File: src/rtl/apb2axi_pkg.sv
// Shared types and widths for the APB-to-AXI bridge.
// Provides the write-data FIFO entry, the AW issue record, the W scheduler
// state encoding and the default order-queue depth.
// Optional feature macro used by the W scheduler: APB2AXI_W_TAG_CHECK_EN.
package apb2axi_pkg;

    localparam int unsigned TAG_W      = 4;
    localparam int unsigned AXI_DATA_W = 32;
    localparam int unsigned AXI_STRB_W = AXI_DATA_W / 8;
    localparam int unsigned AXI_LEN_W  = 8;
    localparam int unsigned W_OQ_DEPTH = 4;

    // Packed write beat as produced by the packer (last is always 0 there).
    typedef struct packed {
        logic [TAG_W-1:0]      tag;
        logic                  last;
        logic [AXI_STRB_W-1:0] wstrb;
        logic [AXI_DATA_W-1:0] data;
    } wr_entry_t;

    localparam int unsigned DATA_ENTRY_W = $bits(wr_entry_t);

    // Record of one issued AW burst.
    typedef struct packed {
        logic [TAG_W-1:0]     tag;
        logic [AXI_LEN_W-1:0] len;
    } aw_evt_t;

    typedef enum logic {
        IDLE  = 1'b0,
        BURST = 1'b1
    } w_sched_state_e;

endpackage

File: src/rtl/apb2axi_w_order_fifo.sv
// Small synchronous FIFO holding AW issue records in issue order.
// Ports:
//   clk, rst               : clock, asynchronous active-high reset
//   push_i / push_data_i   : write a record (ignored when full)
//   pop_i / pop_data_o     : drop the head record (ignored when empty); head is
//                            always visible on pop_data_o
//   full_o, empty_o        : status from registered pointers (no bypass)
module apb2axi_w_order_fifo
    import apb2axi_pkg::*;
#(
    parameter int unsigned DEPTH   = W_OQ_DEPTH,
    parameter type         entry_t = aw_evt_t
) (
    input  logic   clk,
    input  logic   rst,
    input  logic   push_i,
    input  entry_t push_data_i,
    input  logic   pop_i,
    output entry_t pop_data_o,
    output logic   full_o,
    output logic   empty_o
);

    localparam int unsigned PTR_W   = $clog2(DEPTH);
    localparam int unsigned PTR_W_X = PTR_W + 1;

    // Pointers carry one extra wrap bit to tell full from empty.
    logic [PTR_W:0] wptr_q, rptr_q;
    entry_t         mem_q [DEPTH];
    logic           do_push, do_pop;

    assign full_o  = (wptr_q[PTR_W] != rptr_q[PTR_W]) &&
                     (wptr_q[PTR_W-1:0] == rptr_q[PTR_W-1:0]);
    assign empty_o = (wptr_q == rptr_q);
    assign do_push = push_i && !full_o;
    assign do_pop  = pop_i && !empty_o;

    assign pop_data_o = mem_q[rptr_q[PTR_W-1:0]];

    // Pointer registers.
    always_ff @(posedge clk or posedge rst) begin
        if (rst) begin
            wptr_q <= '0;
            rptr_q <= '0;
        end else begin
            if (do_push) wptr_q <= wptr_q + PTR_W_X'(1);
            if (do_pop)  rptr_q <= rptr_q + PTR_W_X'(1);
        end
    end

    // Storage; contents are only observed while non-empty.
    always_ff @(posedge clk) begin
        if (do_push) mem_q[wptr_q[PTR_W-1:0]] <= push_data_i;
    end

endmodule

File: src/rtl/apb2axi_w_sched.sv
// AXI W-channel scheduler for the APB-to-AXI bridge.
// Records each AW issue (tag, LEN) in an order queue, pops packed beats from
// the write-data FIFO into a single W output register in AW issue order,
// generates WLAST from LEN and reports per-burst completion.
// Ports:
//   pclk, preset                     : clock, asynchronous active-high reset
//   aw_evt_vld/tag/len, aw_evt_rdy   : AW issue record input
//   wdf_pop_vld/payload, wdf_pop_rdy : write-data FIFO head and pop
//   m_axi_w*                         : AXI W channel master
//   wr_done_vld/tag                  : last beat of a burst accepted
//   busy                             : burst active, queue non-empty or beat held
//   err_mismatch, err_clr            : sticky tag-mismatch flag and clear
// Optional: define APB2AXI_W_TAG_CHECK_EN to drop beats whose tag differs from
// the active burst and flag them on err_mismatch (otherwise tied 0).
module apb2axi_w_sched
    import apb2axi_pkg::*;
#(
    parameter int unsigned OQ_DEPTH = W_OQ_DEPTH,
    parameter int unsigned LEN_W    = AXI_LEN_W
) (
    input  logic                    pclk,
    input  logic                    preset,
    input  logic                    aw_evt_vld,
    input  logic [TAG_W-1:0]        aw_evt_tag,
    input  logic [LEN_W-1:0]        aw_evt_len,
    output logic                    aw_evt_rdy,
    input  logic                    wdf_pop_vld,
    input  logic [DATA_ENTRY_W-1:0] wdf_pop_payload,
    output logic                    wdf_pop_rdy,
    output logic                    m_axi_wvalid,
    output logic [AXI_DATA_W-1:0]   m_axi_wdata,
    output logic [AXI_STRB_W-1:0]   m_axi_wstrb,
    output logic                    m_axi_wlast,
    input  logic                    m_axi_wready,
    output logic                    wr_done_vld,
    output logic [TAG_W-1:0]        wr_done_tag,
    output logic                    busy,
    output logic                    err_mismatch,
    input  logic                    err_clr
);

    localparam int unsigned CNT_W = LEN_W + 1;

    typedef struct packed {
        logic [TAG_W-1:0] tag;
        logic [LEN_W-1:0] len;
    } aw_rec_t;

    w_sched_state_e        state_q, state_d;
    logic [TAG_W-1:0]      cur_tag_q, cur_tag_d;
    logic [LEN_W-1:0]      cur_len_q, cur_len_d;
    logic [CNT_W-1:0]      beat_cnt_q, beat_cnt_d;
    logic [TAG_W-1:0]      w_tag_q, w_tag_d;
    logic                  wvalid_q, wvalid_d;
    logic                  wlast_q, wlast_d;
    logic [AXI_DATA_W-1:0] wdata_q, wdata_d;
    logic [AXI_STRB_W-1:0] wstrb_q, wstrb_d;

    aw_rec_t   push_rec, head_rec;
    logic      oq_full, oq_empty, oq_pop;
    wr_entry_t head_beat;
    logic      out_free, w_hs, beats_left, tag_bad, pop_beat, drop_beat;
    logic [CNT_W-1:0] cnt_next;
    logic      unused_bits;

    assign push_rec  = '{tag: aw_evt_tag, len: aw_evt_len};
    assign head_beat = wr_entry_t'(wdf_pop_payload);

    apb2axi_w_order_fifo #(
        .DEPTH   (OQ_DEPTH),
        .entry_t (aw_rec_t)
    ) u_order_fifo (
        .clk         (pclk),
        .rst         (preset),
        .push_i      (aw_evt_vld),
        .push_data_i (push_rec),
        .pop_i       (oq_pop),
        .pop_data_o  (head_rec),
        .full_o      (oq_full),
        .empty_o     (oq_empty)
    );

    assign aw_evt_rdy = !oq_full;
    assign out_free   = !wvalid_q || m_axi_wready;
    assign w_hs       = wvalid_q && m_axi_wready;
    // Beats of the active burst still to be taken from the data FIFO.
    assign beats_left = (state_q == BURST) && (beat_cnt_q <= CNT_W'(cur_len_q));

`ifdef APB2AXI_W_TAG_CHECK_EN
    assign tag_bad = (head_beat.tag != cur_tag_q);
`else
    assign tag_bad = 1'b0;
`endif

    // Mismatching beats are discarded without needing the output register.
    assign drop_beat   = wdf_pop_vld && beats_left && tag_bad;
    assign pop_beat    = wdf_pop_vld && beats_left && !tag_bad && out_free;
    assign wdf_pop_rdy = pop_beat || drop_beat;
    assign cnt_next    = beat_cnt_q + CNT_W'(pop_beat);

    assign unused_bits = ^{head_beat.last, head_beat.tag, err_clr};

    // Next-state and output-register logic.
    always_comb begin
        state_d    = state_q;
        cur_tag_d  = cur_tag_q;
        cur_len_d  = cur_len_q;
        beat_cnt_d = beat_cnt_q;
        w_tag_d    = w_tag_q;
        wvalid_d   = wvalid_q;
        wlast_d    = wlast_q;
        wdata_d    = wdata_q;
        wstrb_d    = wstrb_q;
        oq_pop     = 1'b0;

        if (pop_beat) begin
            wvalid_d = 1'b1;
            wdata_d  = head_beat.data;
            wstrb_d  = head_beat.wstrb;
            wlast_d  = (beat_cnt_q == CNT_W'(cur_len_q));
            w_tag_d  = cur_tag_q;
        end else if (w_hs) begin
            wvalid_d = 1'b0;
            wlast_d  = 1'b0;
        end

        case (state_q)
            IDLE: begin
                if (!oq_empty) begin
                    oq_pop     = 1'b1;
                    cur_tag_d  = head_rec.tag;
                    cur_len_d  = head_rec.len;
                    beat_cnt_d = '0;
                    state_d    = BURST;
                end
            end
            BURST: begin
                beat_cnt_d = cnt_next;
                // Once every beat is fetched, switch to the next record early so
                // the following burst streams without a bubble; the held beat
                // keeps its own tag in w_tag_q for the done report.
                if (cnt_next > CNT_W'(cur_len_q)) begin
                    if (!oq_empty) begin
                        oq_pop     = 1'b1;
                        cur_tag_d  = head_rec.tag;
                        cur_len_d  = head_rec.len;
                        beat_cnt_d = '0;
                    end else if (w_hs && wlast_q && !pop_beat) begin
                        state_d = IDLE;
                    end
                end
            end
            default: state_d = IDLE;
        endcase
    end

`ifdef APB2AXI_W_TAG_CHECK_EN
    logic err_q, err_d;

    // Sticky mismatch flag; a new mismatch beats a simultaneous clear.
    always_comb begin
        err_d = err_q;
        if (drop_beat)    err_d = 1'b1;
        else if (err_clr) err_d = 1'b0;
    end

    assign err_mismatch = err_q;
`else
    assign err_mismatch = 1'b0;
`endif

    // State and output registers.
    always_ff @(posedge pclk or posedge preset) begin
        if (preset) begin
            state_q    <= IDLE;
            cur_tag_q  <= '0;
            cur_len_q  <= '0;
            beat_cnt_q <= '0;
            w_tag_q    <= '0;
            wvalid_q   <= 1'b0;
            wlast_q    <= 1'b0;
            wdata_q    <= '0;
            wstrb_q    <= '0;
`ifdef APB2AXI_W_TAG_CHECK_EN
            err_q      <= 1'b0;
`endif
        end else begin
            state_q    <= state_d;
            cur_tag_q  <= cur_tag_d;
            cur_len_q  <= cur_len_d;
            beat_cnt_q <= beat_cnt_d;
            w_tag_q    <= w_tag_d;
            wvalid_q   <= wvalid_d;
            wlast_q    <= wlast_d;
            wdata_q    <= wdata_d;
            wstrb_q    <= wstrb_d;
`ifdef APB2AXI_W_TAG_CHECK_EN
            err_q      <= err_d;
`endif
        end
    end

    assign m_axi_wvalid = wvalid_q;
    assign m_axi_wdata  = wdata_q;
    assign m_axi_wstrb  = wstrb_q;
    assign m_axi_wlast  = wlast_q;
    assign wr_done_vld  = w_hs && wlast_q;
    assign wr_done_tag  = w_tag_q;
    assign busy         = (state_q == BURST) || !oq_empty || wvalid_q;

endmodule

File: config.mk
export PLATFORM = sky130hd
export DESIGN_NAME = apb2axi_w_sched
export DESIGN_NICKNAME = d
export VERILOG_FILES = /design/src/rtl/apb2axi_pkg.sv /design/src/rtl/apb2axi_w_order_fifo.sv /design/src/rtl/apb2axi_w_sched.sv
export SDC_FILE = /design/constraint.sdc
export NUM_CORES = 1
export LEC_CHECK = 0
export ABC_AREA = 1
export BUFFER_PORTS_ARGS = -buffer_cell sky130_fd_sc_hd__buf_2
export CORE_ASPECT_RATIO = 0.9
export CORE_MARGIN = 3
export CORE_UTILIZATION = 55
export DETAILED_ROUTE_END_ITERATION = 8
export PLACE_DENSITY = 0.91
export REMOVE_ABC_BUFFERS = 1
export SLEW_MARGIN = 20
export SYNTH_ARGS = -nofsm -noshare
export SYNTH_HDL_FRONTEND = slang
export SYNTH_HIERARCHICAL = 1
export SYNTH_SLANG_ARGS = --single-unit
File: constraint.sdc
create_clock -name pclk -period 5.3 [get_ports pclk]
set_input_delay 0.265 -clock pclk [delete_from_list [all_inputs] [get_ports pclk]]
set_output_delay 0.265 -clock pclk [all_outputs]
set_load 0.01 [all_outputs]
# ---- Word-level counts from Yosys, hierarchy flattened
# Memory sizes are Yosys's and may differ from the RTL's.
# Index checks and enable logic that the tools add are counted.
dict set report classes {
  add_sub_neg 3
  n_lt_le_gt_ge 2
  n_eq_ne 6
  mux 22
  bitwise_logic 1
  reduce_logical 17
}
# cell count
set op_table {}
lappend op_table {{2-to-1 mux 9 bit} 3}
lappend op_table {{case mux 9 bit (2 select lines)} 1}
lappend op_table {{2-to-1 mux 8 bit} 2}
lappend op_table {{case mux 8 bit (2 select lines)} 1}
lappend op_table {{2-to-1 mux 1 bit} 10}
lappend op_table {{adder 9 x 1 -> 9 bit} 1}
lappend op_table {{== test 9 x 8 -> 1 bit} 1}
lappend op_table {{> comparator 9 x 8 -> 1 bit} 1}
lappend op_table {{less-or-equal comparator 9 x 8 -> 1 bit} 1}
lappend op_table {{logical AND 1 bit} 9}
lappend op_table {{2-to-1 mux 4 bit} 2}
lappend op_table {{case mux 4 bit (2 select lines)} 1}
lappend op_table {{adder 3 x 1 -> 3 bit, second input constant} 2}
lappend op_table {{logical NOT 1 bit} 4}
lappend op_table {{case mux 1 bit (2 select lines)} 2}
lappend op_table {{== test 3 bit} 1}
lappend op_table {{logical OR 1 bit} 3}
lappend op_table {{== test 2 bit} 1}
lappend op_table {{inequality test 2 x 1 -> 1 bit, second input constant} 1}
lappend op_table {{inequality test 2 bit, second input constant} 1}
lappend op_table {{nonzero test 2 bit} 1}
lappend op_table {{inequality test 1 bit} 1}
lappend op_table {{NOT 1 bit} 1}
dict set report word_totals {
  ff_bits 70
  ramBits 48
  elab_cells 63
  memories 1
}
# memory words width read_ports rd_ports_with_merged_regs wr line_no
set mem_list {}
lappend mem_list {u_order_fifo.mem_q 4 12 1 0 1 apb2axi_w_order_fifo.sv:29} ;# entry_t mem_q [DEPTH];

# ---- Longest topological paths before layout
# Gate-level depths: netlist of the first run.
dict set report depth {
  depth_word 10
  mapped_depth 32
  depth_no_buf 30
}

# ---- Modules after synthesis
# The synthesis of the first run kept the hierarchy.
# mod n_inst cells_per_inst area_each_um2 seq_area_each_um2
set by_module_without_submodules {}
lappend by_module_without_submodules {apb2axi_w_sched 1 384 3136.8 1601.5}
lappend by_module_without_submodules {apb2axi_w_order_fifo 1 178 2239.6 1591.5}

# ---- Worst setup path before layout of the first run
# No wires, ideal clock.
dict set report synth_timing {
  kind {reg-to-reg}
  start {reg beat_cnt_q[4]}
  end {reg u_order_fifo.rptr_q[1]}
  setup_ps 117
  arrival_ps 3707
  required_time_ps 5183
  setup_slack_ps 1476
  path_stages_with_launch 31
  path_buffers 2
  period_less_slack_ps 3824
  path_cell_list {dfrtp_1 -> ha_1 -> a21o_1 -> o21ai_1 -> nand3_1 -> nand2_1 -> nand3_1 -> nor2_4 -> buf_2 -> ha_1 -> ha_1 -> nand3_2 -> xor2_1 -> inv_1 -> ha_1 -> nand2_1 -> nor2_1 -> nand2_1 -> nand3_1 -> nand2_1 -> nand2_1 -> nand2_1 -> nand2_1 -> nand2_2 -> nand2_4 -> nand2_4 -> buf_8 -> inv_1 -> nand2_2 -> nand2_1 -> nand2_1}
}
dict set report synth_between {
  elab_chain_len 9
}
# item line_no
set synth_lines {}
lappend synth_lines {{from (decl)} apb2axi_w_sched.sv:52} ;# logic [CNT_W-1:0] beat_cnt_q, beat_cnt_d;
lappend synth_lines {{from (signal assigned)} apb2axi_w_sched.sv:191} ;# beat_cnt_q <= beat_cnt_d;
lappend synth_lines {{less-or-equal comparator 9 x 8 -> 1 bit} apb2axi_w_sched.sv:87} ;# assign beats_left = (state_q == BURST) && (beat_cnt_q <= CNT_W'(cur_len_q));
lappend synth_lines {{logical AND 1 bit} apb2axi_w_sched.sv:87}
lappend synth_lines {{logical AND 1 bit (2 in series)} apb2axi_w_sched.sv:97} ;# assign pop_beat = wdf_pop_vld && beats_left && !tag_bad && out_free;
lappend synth_lines {{named net wdf_pop_rdy} apb2axi_w_sched.sv:29} ;# output logic wdf_pop_rdy,
lappend synth_lines {{adder 9 x 1 -> 9 bit} apb2axi_w_sched.sv:99} ;# assign cnt_next = beat_cnt_q + CNT_W'(pop_beat);
lappend synth_lines {{> comparator 9 x 8 -> 1 bit} apb2axi_w_sched.sv:142} ;# if (cnt_next > CNT_W'(cur_len_q)) begin
lappend synth_lines {{2-to-1 mux 1 bit} apb2axi_w_sched.sv:142}
lappend synth_lines {{case mux 1 bit (2 select lines)} apb2axi_w_sched.sv:127} ;# case (state_q)
lappend synth_lines {{named net oq_pop} apb2axi_w_sched.sv:60} ;# logic oq_full, oq_empty, oq_pop;
lappend synth_lines {{logical AND 1 bit} apb2axi_w_order_fifo.sv:36} ;# assign do_pop = pop_i && !empty_o;
lappend synth_lines {{to (signal assigned)} apb2axi_w_order_fifo.sv:47} ;# if (do_pop) rptr_q <= rptr_q + PTR_W_X'(1);
lappend synth_lines {{to (decl)} apb2axi_w_order_fifo.sv:28} ;# logic [PTR_W:0] wptr_q, rptr_q;
# The timed path passes the listed nets, and every way through them passes these cells.
# A chain may end at the register's enable or synchronous reset.

# ---- Final worst setup path of the first run
dict set report layout_timing {
  start {reg beat_cnt_q[2]}
  end {reg u_order_fifo.rptr_q[1]}
}
dict set report layout_between {
  elab_chain_len 9
}
# item line_no
set layout_lines {}
lappend layout_lines {{less-or-equal comparator 9 x 8 -> 1 bit} apb2axi_w_sched.sv:87}
lappend layout_lines {{logical AND 1 bit} apb2axi_w_sched.sv:87}
lappend layout_lines {{logical AND 1 bit (2 in series)} apb2axi_w_sched.sv:97}
lappend layout_lines {{adder 9 x 1 -> 9 bit (*)} apb2axi_w_sched.sv:99}
lappend layout_lines {{> comparator 9 x 8 -> 1 bit (*)} apb2axi_w_sched.sv:142}
lappend layout_lines {{2-to-1 mux 1 bit (*)} apb2axi_w_sched.sv:142}
lappend layout_lines {{case mux 1 bit (2 select lines) (*)} apb2axi_w_sched.sv:127}
lappend layout_lines {{named net oq_pop} apb2axi_w_sched.sv:60}
lappend layout_lines {{logical AND 1 bit (*)} apb2axi_w_order_fifo.sv:36}
# The timed path passes the listed nets; every way through them passes the cells marked *.

==> results.txt, run 1 <==
The run finished with clean final reports. The peak supply drop is 0.328 mV. The number of max-cap violations is 0.

The area share of the largest cell type after synthesis came out at 32.6%. The clock tree from TritonCTS is built. The worst hold path belongs to the class primary input to flop. The remaining routing DRC violations is 0. The die boundary height is 99.8 um. Among cell families on the critical path, the largest total delay comes from simple AND/OR/NAND/NOR gates.

The core area came out at approximately 0.0093 mm2. In this run, the clock network consumes 26.7% of the power. The async set-reset flop share out of synthesis came out at 59.3%.

The delay of the slowest cell on the worst path is 460 ps. The worst setup path is launched from a flop. The internal portion of the total power is 2.57 mW. For this run, the number of standard cells in the final layout without fillers is 845. Clock-pin slew was measured on the worst setup and hold paths at 60 ps. The number of vias per cell after detailed routing came out at 5.45. The share of the synthesized netlist area taken by xor and xnor gates is 1.49%. In the final timing run, aggregate negative setup slack is 0 ps.

The count of buffers from port buffering is 98. The number of warnings printed during yosys synthesis is 6. The latest clock arrival within the worst-skew pair came out at 510 ps.

The setup slack of the most critical reg-to-reg path is 940 ps. The synthesized netlist contains 33 unique library cells. The power share of the combinational group is 37.4%. After routing the design area is roughly 0.007 mm2. The share of total power dissipated in sequential elements is 35.9%. The count of nets after finishing came out at between 700 and 800. The violation count after the first detailed-route iteration came out at 451. The count of endpoints failing hold in the final timing report came to 0.

In the synthesized netlist, the cells that appear most often are sky130_fd_sc_hd__nand2_1, sky130_fd_sc_hd__dfrtp_1, sky130_fd_sc_hd__edfxtp_1. The switching part of the total came out at about two fifths. The clock root buffer master is sky130_fd_sc_hd__clkbuf_8. The destination of the worst register-to-register timing path is u_order_fifo/rptr_q[1]$_DFFE_PP0P_. The worst hold slack after final layout came out at 27.7 ps. The cell area after synthesis is 0.00538 mm2. The number of buffers between clock root and the deepest sink is 2. Timing analysis after detailed placement gives a worst setup slack of 1240 ps.

Setup violations remaining at the end of the flow were counted as 0. The number of global-route vias before repair is 4783. The largest total area in the synthesized netlist belongs to sky130_fd_sc_hd__dfrtp_1. The count of flip-flops with a built-in enable after synthesis is 48. Measured against its own limit, the worst slew margin works out to 26.5%. The simple logic cell fraction of the synthesized area is between 20% and 30%. The wire length of the first global-routing pass is 21900 um. The setup path with the least slack is of type flop to flop. The number of placement rows is 33.

The leakage component of the power is 3.51 nW. Entering global routing, the biggest net connects 65 pins. After detailed routing, the average wire length per cell comes to roughly 16 um.

The number of synthesized register bits is ~120. The final weighted congestion in routability-driven placement came out at between 0.9 and 1. The kind of capture point of the worst setup path is a flop. The effective utilization at floorplan is between 50% and 60%. The final setup skew is 12.4 ps. The number of antenna violations at the first check in global routing is 0. The count of pins over their slew limit is 0. The average cell area after synthesis is 9.57 um2. The highest clock frequency the design can meet is between 200 and 250 MHz. The worst register-to-register path begins at beat_cnt_q[2]$_DFFE_PP0P_. In this design, the critical path's most frequently occurring cell is sky130_fd_sc_hd__nand2_1.

Clock tree synthesis inserted a total of 17 buffers. The iteration count of the initial detailed-routing pass is 5. The HPWL after detailed placement came out at 7620 um. Summed over all nets, the switching power comes to 1.70 mW.

For hold timing, the worst endpoint is m_axi_wdata[11]$_DFFE_PP0P_. The post-route clock period utilization is 82.4%. The endpoint arrival time on the critical path came out at 4760 ps. The largest fanout on the critical path is 13. The synthesized-area fraction occupied by ao, oa, aoi and oai cells is under 10%. The overall overflow remaining after global route came out at 0. The share of the Yosys chip area taken by registers is 59.4%. Setup repair after global routing left no endpoint under its margin.

Among all flip-flop cells after synthesis, the most frequent one is sky130_fd_sc_hd__dfrtp_1. In this run the number of H-tree levels came out at 4. In this run the most critical hold path is launched from wdf_pop_payload[11].

The routed layout has approximately 4.6k vias. The smallest setup slack after layout came out at 935 ps. The number of placed instances with taps included came out at 764. The total inserted antenna cells came out at 0. The routed wire length is 13800 um. The overall fraction of global-route tracks in use came out at 26.0%. Along the worst hold path, the cell count comes to 3. The critical path buffer and inverter count is 2. 106 I/O pins were placed. The signed area change from the synthesized netlist to the final layout came out at 30.2%. sky130_fd_sc_hd__nand2_1 is the most common cell in the netlist. The cell count after synthesis came out at around 560. The total cell area at the placement stage is 0.00591 mm2. The count of antenna-violating nets left after detailed routing came out at 0.

The measured slew at the worst slew-check pin is 1100 ps. Data on the critical path is required at its endpoint by 5690 ps. The chip width is 110 um. By area, the combinational part of the netlist is dominated by simple AND/OR/NAND/NOR gates. The die covers 0.0110 mm2.

The ratio of cells with drive above 1 in the final layout came out at 20.6%. For the worst flop-to-flop path, the logic depth is 28. The post-synthesis share of cell area spent on full adders, half adders and majority gates came out at between 5 and 6%.

The utilization of the core after routing came out at 75.0%. The total power came out at ~4.3 mW. The total power density per cell area is 611 mW/mm2.

The largest individual stage delay along the critical path comes from the cell sky130_fd_sc_hd__dfrtp_1. The time the worst path needs with I/O delays and setup is 4360 ps. By area the synthesized netlist is led by sky130_fd_sc_hd__dfrtp_1, sky130_fd_sc_hd__edfxtp_1, sky130_fd_sc_hd__nand2_1, sky130_fd_sc_hd__ha_1, sky130_fd_sc_hd__nand3_1.

The multiplexer area fraction after synthesis is 0%. The TritonCTS sink count came out at 118.
## what timing repair did
action,4_1_cts,5_1_grt
setup endpoints to repair,0,0
hold endpoints to repair,90,0
resized for setup,0,0
buffers inserted,0,0
hold buffers,49,0
## power by group through the flow
stage / logic, mW / clock network (mW) / registers, mW
floorplan: 0.941 / 0 / 1.55
CTS: 1.55 / 1.15 / 1.51
finish: 1.60 / 1.14 / 1.53
detailed placement: 1.47 / 0 / 1.52
global placement: 1.40 / 0 / 1.49
global route: 1.79 / 1.20 / 1.56
## final cells by class
class	instances	area (um2)
Clock inverter	11	151
Inverter	49	184
Sequential cell	118	3190
Timing Repair Buffer	149	996
Multi-Input combinational cell	375	1880
Tap cell	122	153
Fill cell	522	2330
Clock buffer	21	439
## layer usage
metal	wire length (um)	GRT usage, %
met1	4980	28.0
met2	7260	45.1
met3	969	7.20
met4	621	15.8
met5	0	0
## kinds of logic (layout without fill, tap and decap cells)
family	Yosys count	count (layout)
and+or+nand+nor	294	294
other	1	1
xor gates and xnor gates	7	7
AOI/OAI and AO/OA	50	50
DFF	118	118
adders and majority gates	23	23
buffers and inverters	69	230
## worst min-delay path: stages
cell,delay [ps]
sky130_fd_sc_hd__buf_2,80
sky130_fd_sc_hd__nand2_1,60
sky130_fd_sc_hd__nand2_1,90
## worst max path at each step
stage / start / endpoint / slack, ps / depth (start not counted)
3_5_place_dp: beat_cnt_q[4]$_DFFE_PP0P_ / u_order_fifo/rptr_q[0]$_DFFE_PP0P_ / 1240 / 28
6_report: beat_cnt_q[2]$_DFFE_PP0P_ / u_order_fifo/rptr_q[1]$_DFFE_PP0P_ / 940 / 28
3_3_place_gp: beat_cnt_q[4]$_DFFE_PP0P_ / u_order_fifo/rptr_q[0]$_DFFE_PP0P_ / 1350 / 28
2_1_floorplan: beat_cnt_q[4]$_DFFE_PP0P_ / u_order_fifo/rptr_q[0]$_DFFE_PP0P_ / 1210 / 28
4_1_cts: beat_cnt_q[4]$_DFFE_PP0P_ / u_order_fifo/rptr_q[0]$_DFFE_PP0P_ / 1030 / 28
5_1_grt: beat_cnt_q[4]$_DFFE_PP0P_ / u_order_fifo/rptr_q[0]$_DFFE_PP0P_ / 730 / 28
## layout by cell type (no fill, tap or decap), types with 4 or more instances in the layout
cell,instances
sky130_fd_sc_hd__dfrtp_1,70
sky130_fd_sc_hd__xor2_1,6
sky130_fd_sc_hd__a21oi_1,4
sky130_fd_sc_hd__dlygate4sd3_1,49
sky130_fd_sc_hd__clkinvlp_4,4
sky130_fd_sc_hd__clkbuf_16,16
sky130_fd_sc_hd__nand2_1,202
sky130_fd_sc_hd__ha_1,23
sky130_fd_sc_hd__nand2_2,4
sky130_fd_sc_hd__nor2_1,38
sky130_fd_sc_hd__buf_2,98
sky130_fd_sc_hd__o21ai_0,31
sky130_fd_sc_hd__inv_2,5
sky130_fd_sc_hd__o22ai_1,12
sky130_fd_sc_hd__nand3_1,35
sky130_fd_sc_hd__inv_1,44
sky130_fd_sc_hd__edfxtp_1,48
## registers in the layout, summed over array words and instances (netlist names)
name                 count
beat_cnt_q               9
cur_len_q                8
cur_tag_q                4
m_axi_wdata             32
m_axi_wlast              1
m_axi_wstrb              4
m_axi_wvalid             1
state_q                  1
u_order_fifo/mem_q      48
u_order_fifo/rptr_q      3
u_order_fifo/wptr_q      3
wr_done_tag              4
(Power assumes the default switching activity.)
==> run 2, diff against run 1 <==
Settings changed: CORE_UTILIZATION 55 to 50, PLACE_DENSITY 0.91 to 0.87.
Clock period 5.3 ns to 3.8 ns, I/O delays scaled along.
==> results.txt, run 2 (synthesis results as in run 1) <==
The pin count of the biggest net entering global routing came out at 45 (-31%). The core area came out at 0.0104 mm2 (+11%). The cell count of the worst hold path came out at 3 (unchanged). The total setup violations reported at the end of the flow came to 0 (unchanged).

The worst reg-to-reg path cell count was 29 (+3.6%). The overall die area is 0.0120 mm2 (+9.4%). The violation count after the first detailed-route iteration came out at 502 (+11%). The number of global-route vias before repair came out at 4971 (+3.9%). The number of placement rows is 35 (+6.1%).

The largest fanout on the critical path came out at 12 (-1). The ratio of cells with drive above 1 in the final layout was 25.6% (+5.0 points). The wire length of the first global-routing pass came to 23800 um (+8.4%).

The iteration count of the initial detailed-routing pass came out at 5 (unchanged). The final weighted congestion in routability-driven placement came out at 0.839 (-9.5%). The count of nets after finishing is 802 (+1.3%). The deepest level of the CTS H-tree came out at 4 (unchanged). The area used by multi-input combinational logic came out at 0.00202 mm2 (+7.2%). The max-slew headroom at the worst pin came out at 55.6% (+29 points).

The effective utilization at floorplan came out at 51.8% (-5.8 points). The measured slew at the worst slew-check pin came out at 665 ps (-433 ps). The number of filler cells placed in the layout came out at 661 (+27%). The I/O pin count came out at 106 (unchanged).

The via count of the routed design came to 4736 (+2.9%). The overall overflow remaining after global route is 0 (unchanged). The number of vias per cell after detailed routing came to 5.49 (+0.88%). The critical path class is flop to flop. The worst setup path is launched from a flop. The tree is rooted in a sky130_fd_sc_hd__clkbuf_16.

The CTS buffer count is 17 (unchanged). The clock tree from TritonCTS is built. The delay of the slowest cell on the worst path came out at 380 ps (-80 ps). The kind of capture point of the worst setup path is a flop. The total area of sequential cells is 0.00320 mm2 (+0.12%). The worst hold slack after final layout came out at 21.3 ps (-6.36 ps).

Setup repair after global routing could not meet its margin everywhere. The highest clock frequency the design can meet is 271 MHz (+18%). The chip width came out at 115 um (+4.6%). The total inserted antenna cells is 0 (unchanged). The setup slack of the most critical reg-to-reg path was 110 ps (-830 ps). The TritonCTS sink count came out at 118 (unchanged). Leaving out fill and tap cells, the most frequent cells in the layout are sky130_fd_sc_hd__nand2_1, sky130_fd_sc_hd__buf_2, sky130_fd_sc_hd__dfrtp_1. The final setup skew came out at 9.55 ps (-2.87 ps). The remaining routing DRC violations is 0 (unchanged).

The post-CTS clock slew at the launch and capture registers of the worst setup and hold paths is 60 ps (about the same). The post-route clock period utilization is 97.1% (+15 points). The number of max-cap violations is 0 (unchanged).

The overall fraction of global-route tracks in use is 25.7% (-0.33 points). The routed wire length is 14800 um (+7.1%). The time the worst path needs with I/O delays and setup was 3690 ps (-674 ps). The number of placed instances with taps included came out at 780 (+2.1%). The peak supply drop came to 0.456 mV (+39%). The count of pins over their slew limit is 0 (unchanged).

The number of buffers between clock root and the deepest sink came out at 2 (unchanged). The path class of the lowest-slack min-delay path is primary input to flop. The signed area change from the synthesized netlist to the final layout is 33.3%. The count of antenna-violating nets left after detailed routing is 0 (unchanged). The final instance count without filler cells was 862 (+2.0%). The die boundary height came out at 104 um (+4.6%). The dominant cell type by count on the critical path is sky130_fd_sc_hd__nand2_1. The average detailed-routed wire length per instance came to 17.2 um (+5.0%).

The required time at the worst-slack endpoint came to 4090 ps (-1600 ps). The count of endpoints failing hold in the final timing report is 0 (unchanged). The endpoint arrival time on the critical path is 3980 ps (-780 ps). Among all stages on the critical path, the largest delay is contributed by sky130_fd_sc_hd__dfrtp_1.

Leaving out fill and tap cells, the most frequent cell in the layout is sky130_fd_sc_hd__nand2_1. The run finished with clean final reports. The latest clock arrival within the worst-skew pair is 410 ps (-100 ps). The leakage component of the power came out at 3.54 nW (+1.0%). The total power is 6.19 mW (+45%).

The count of buffers from port buffering is 98 (unchanged). The total power density per cell area came to 863 mW/mm2 (+41%). The number of antenna violations at the first check in global routing came out at 0 (unchanged). The number of flip-flops in the largest register is 48 (unchanged). The HPWL after detailed placement came to 8000 um (+4.9%). The utilization of the core after routing was 69.1% (-5.9 points).
## run 2: cell count changes in the layout (fill, tap and decap cells not counted), sizes merged
cell / change
buf: +17
clkinv: +7
dlygate4sd3: -7
inv: -2
clkbuf: -1
bufinv: -1
clkinvlp: -3
## run 2: worst max-delay path: cells and delay by family (launching register included)
| family | cells | cell delay (ps) |
|---|---|---|
| flip-flops | 1 | 380 |
| AND/OR/NAND/NOR | 19 | 1600 |
| buffers and inverters | 3 | 340 |
| AO/OA/AOI/OAI | 2 | 210 |
| XOR/XNOR | 1 | 190 |
| adder cells (fa/ha/maj) | 4 | 840 |
## run 2: repair_timing
item | CTS | global route
endpoints found under the setup margin | 23 | 24
hold endpoints to repair | 99 | 0
setup buffers | 0 | 8
pin swaps | 0 | 7
gates resized for setup | 5 | 27
hold buffers | 42 | 0
## run 2: report_power, final
part,leakage [nW],switching (mW),internal (mW)
sequential,1.31,0.302,1.79
combinational,1.97,1.64,0.942
clock,0.267,0.560,0.950
total,3.54,2.50,3.69
## run 2: metrics by stage
| stage | setup TNS, ps | setup WS [ps] | area [um2] |
|---|---|---|---|
| 2_1_floorplan | -2670 | -295 | 5260 |
| 3_3_place_gp | 0 | 141 | 5990 |
| 3_5_place_dp | -13.2 | -12.8 | 5990 |
| 4_1_cts | 0 | 13.6 | 6970 |
| 5_1_grt | -1510 | -132 | 7170 |
| 6_report | 0 | 109 | 7170 |
## run 2: area by class of cell
class,count,area share (%)
Clock buffer,20,6.09
Clock inverter,12,1.55
Inverter,49,2.60
Multi-Input combinational cell,375,28.2
Sequential cell,118,44.6
Tap cell,129,2.25
Timing Repair Buffer,159,14.7
## run 2: final timing paths
check	start	endpoint
min reg2reg	m_axi_wdata[17]$_DFFE_PP0P_	m_axi_wdata[17]$_DFFE_PP0P_
max in group asynchronous	preset	beat_cnt_q[1]$_DFFE_PP0P_
min	wdf_pop_payload[12]	m_axi_wdata[12]$_DFFE_PP0P_
min in group asynchronous	preset	u_order_fifo/wptr_q[2]$_DFFE_PP0P_
max reg2reg	cur_len_q[4]$_DFFE_PP0P_	cur_tag_q[0]$_DFFE_PP0P_
max	cur_len_q[4]$_DFFE_PP0P_	cur_tag_q[0]$_DFFE_PP0P_
## run 2: layer usage
layer | vias up | track usage (%) | wire length [um]
met3 | 76 | 7.27 | 1120
li1 | 2140 | - | -
met1 | 2248 | 27.5 | 5160
met2 | 272 | 44.2 | 7670
met5 | - | 0 | 0
met4 | 0 | 15.6 | 874
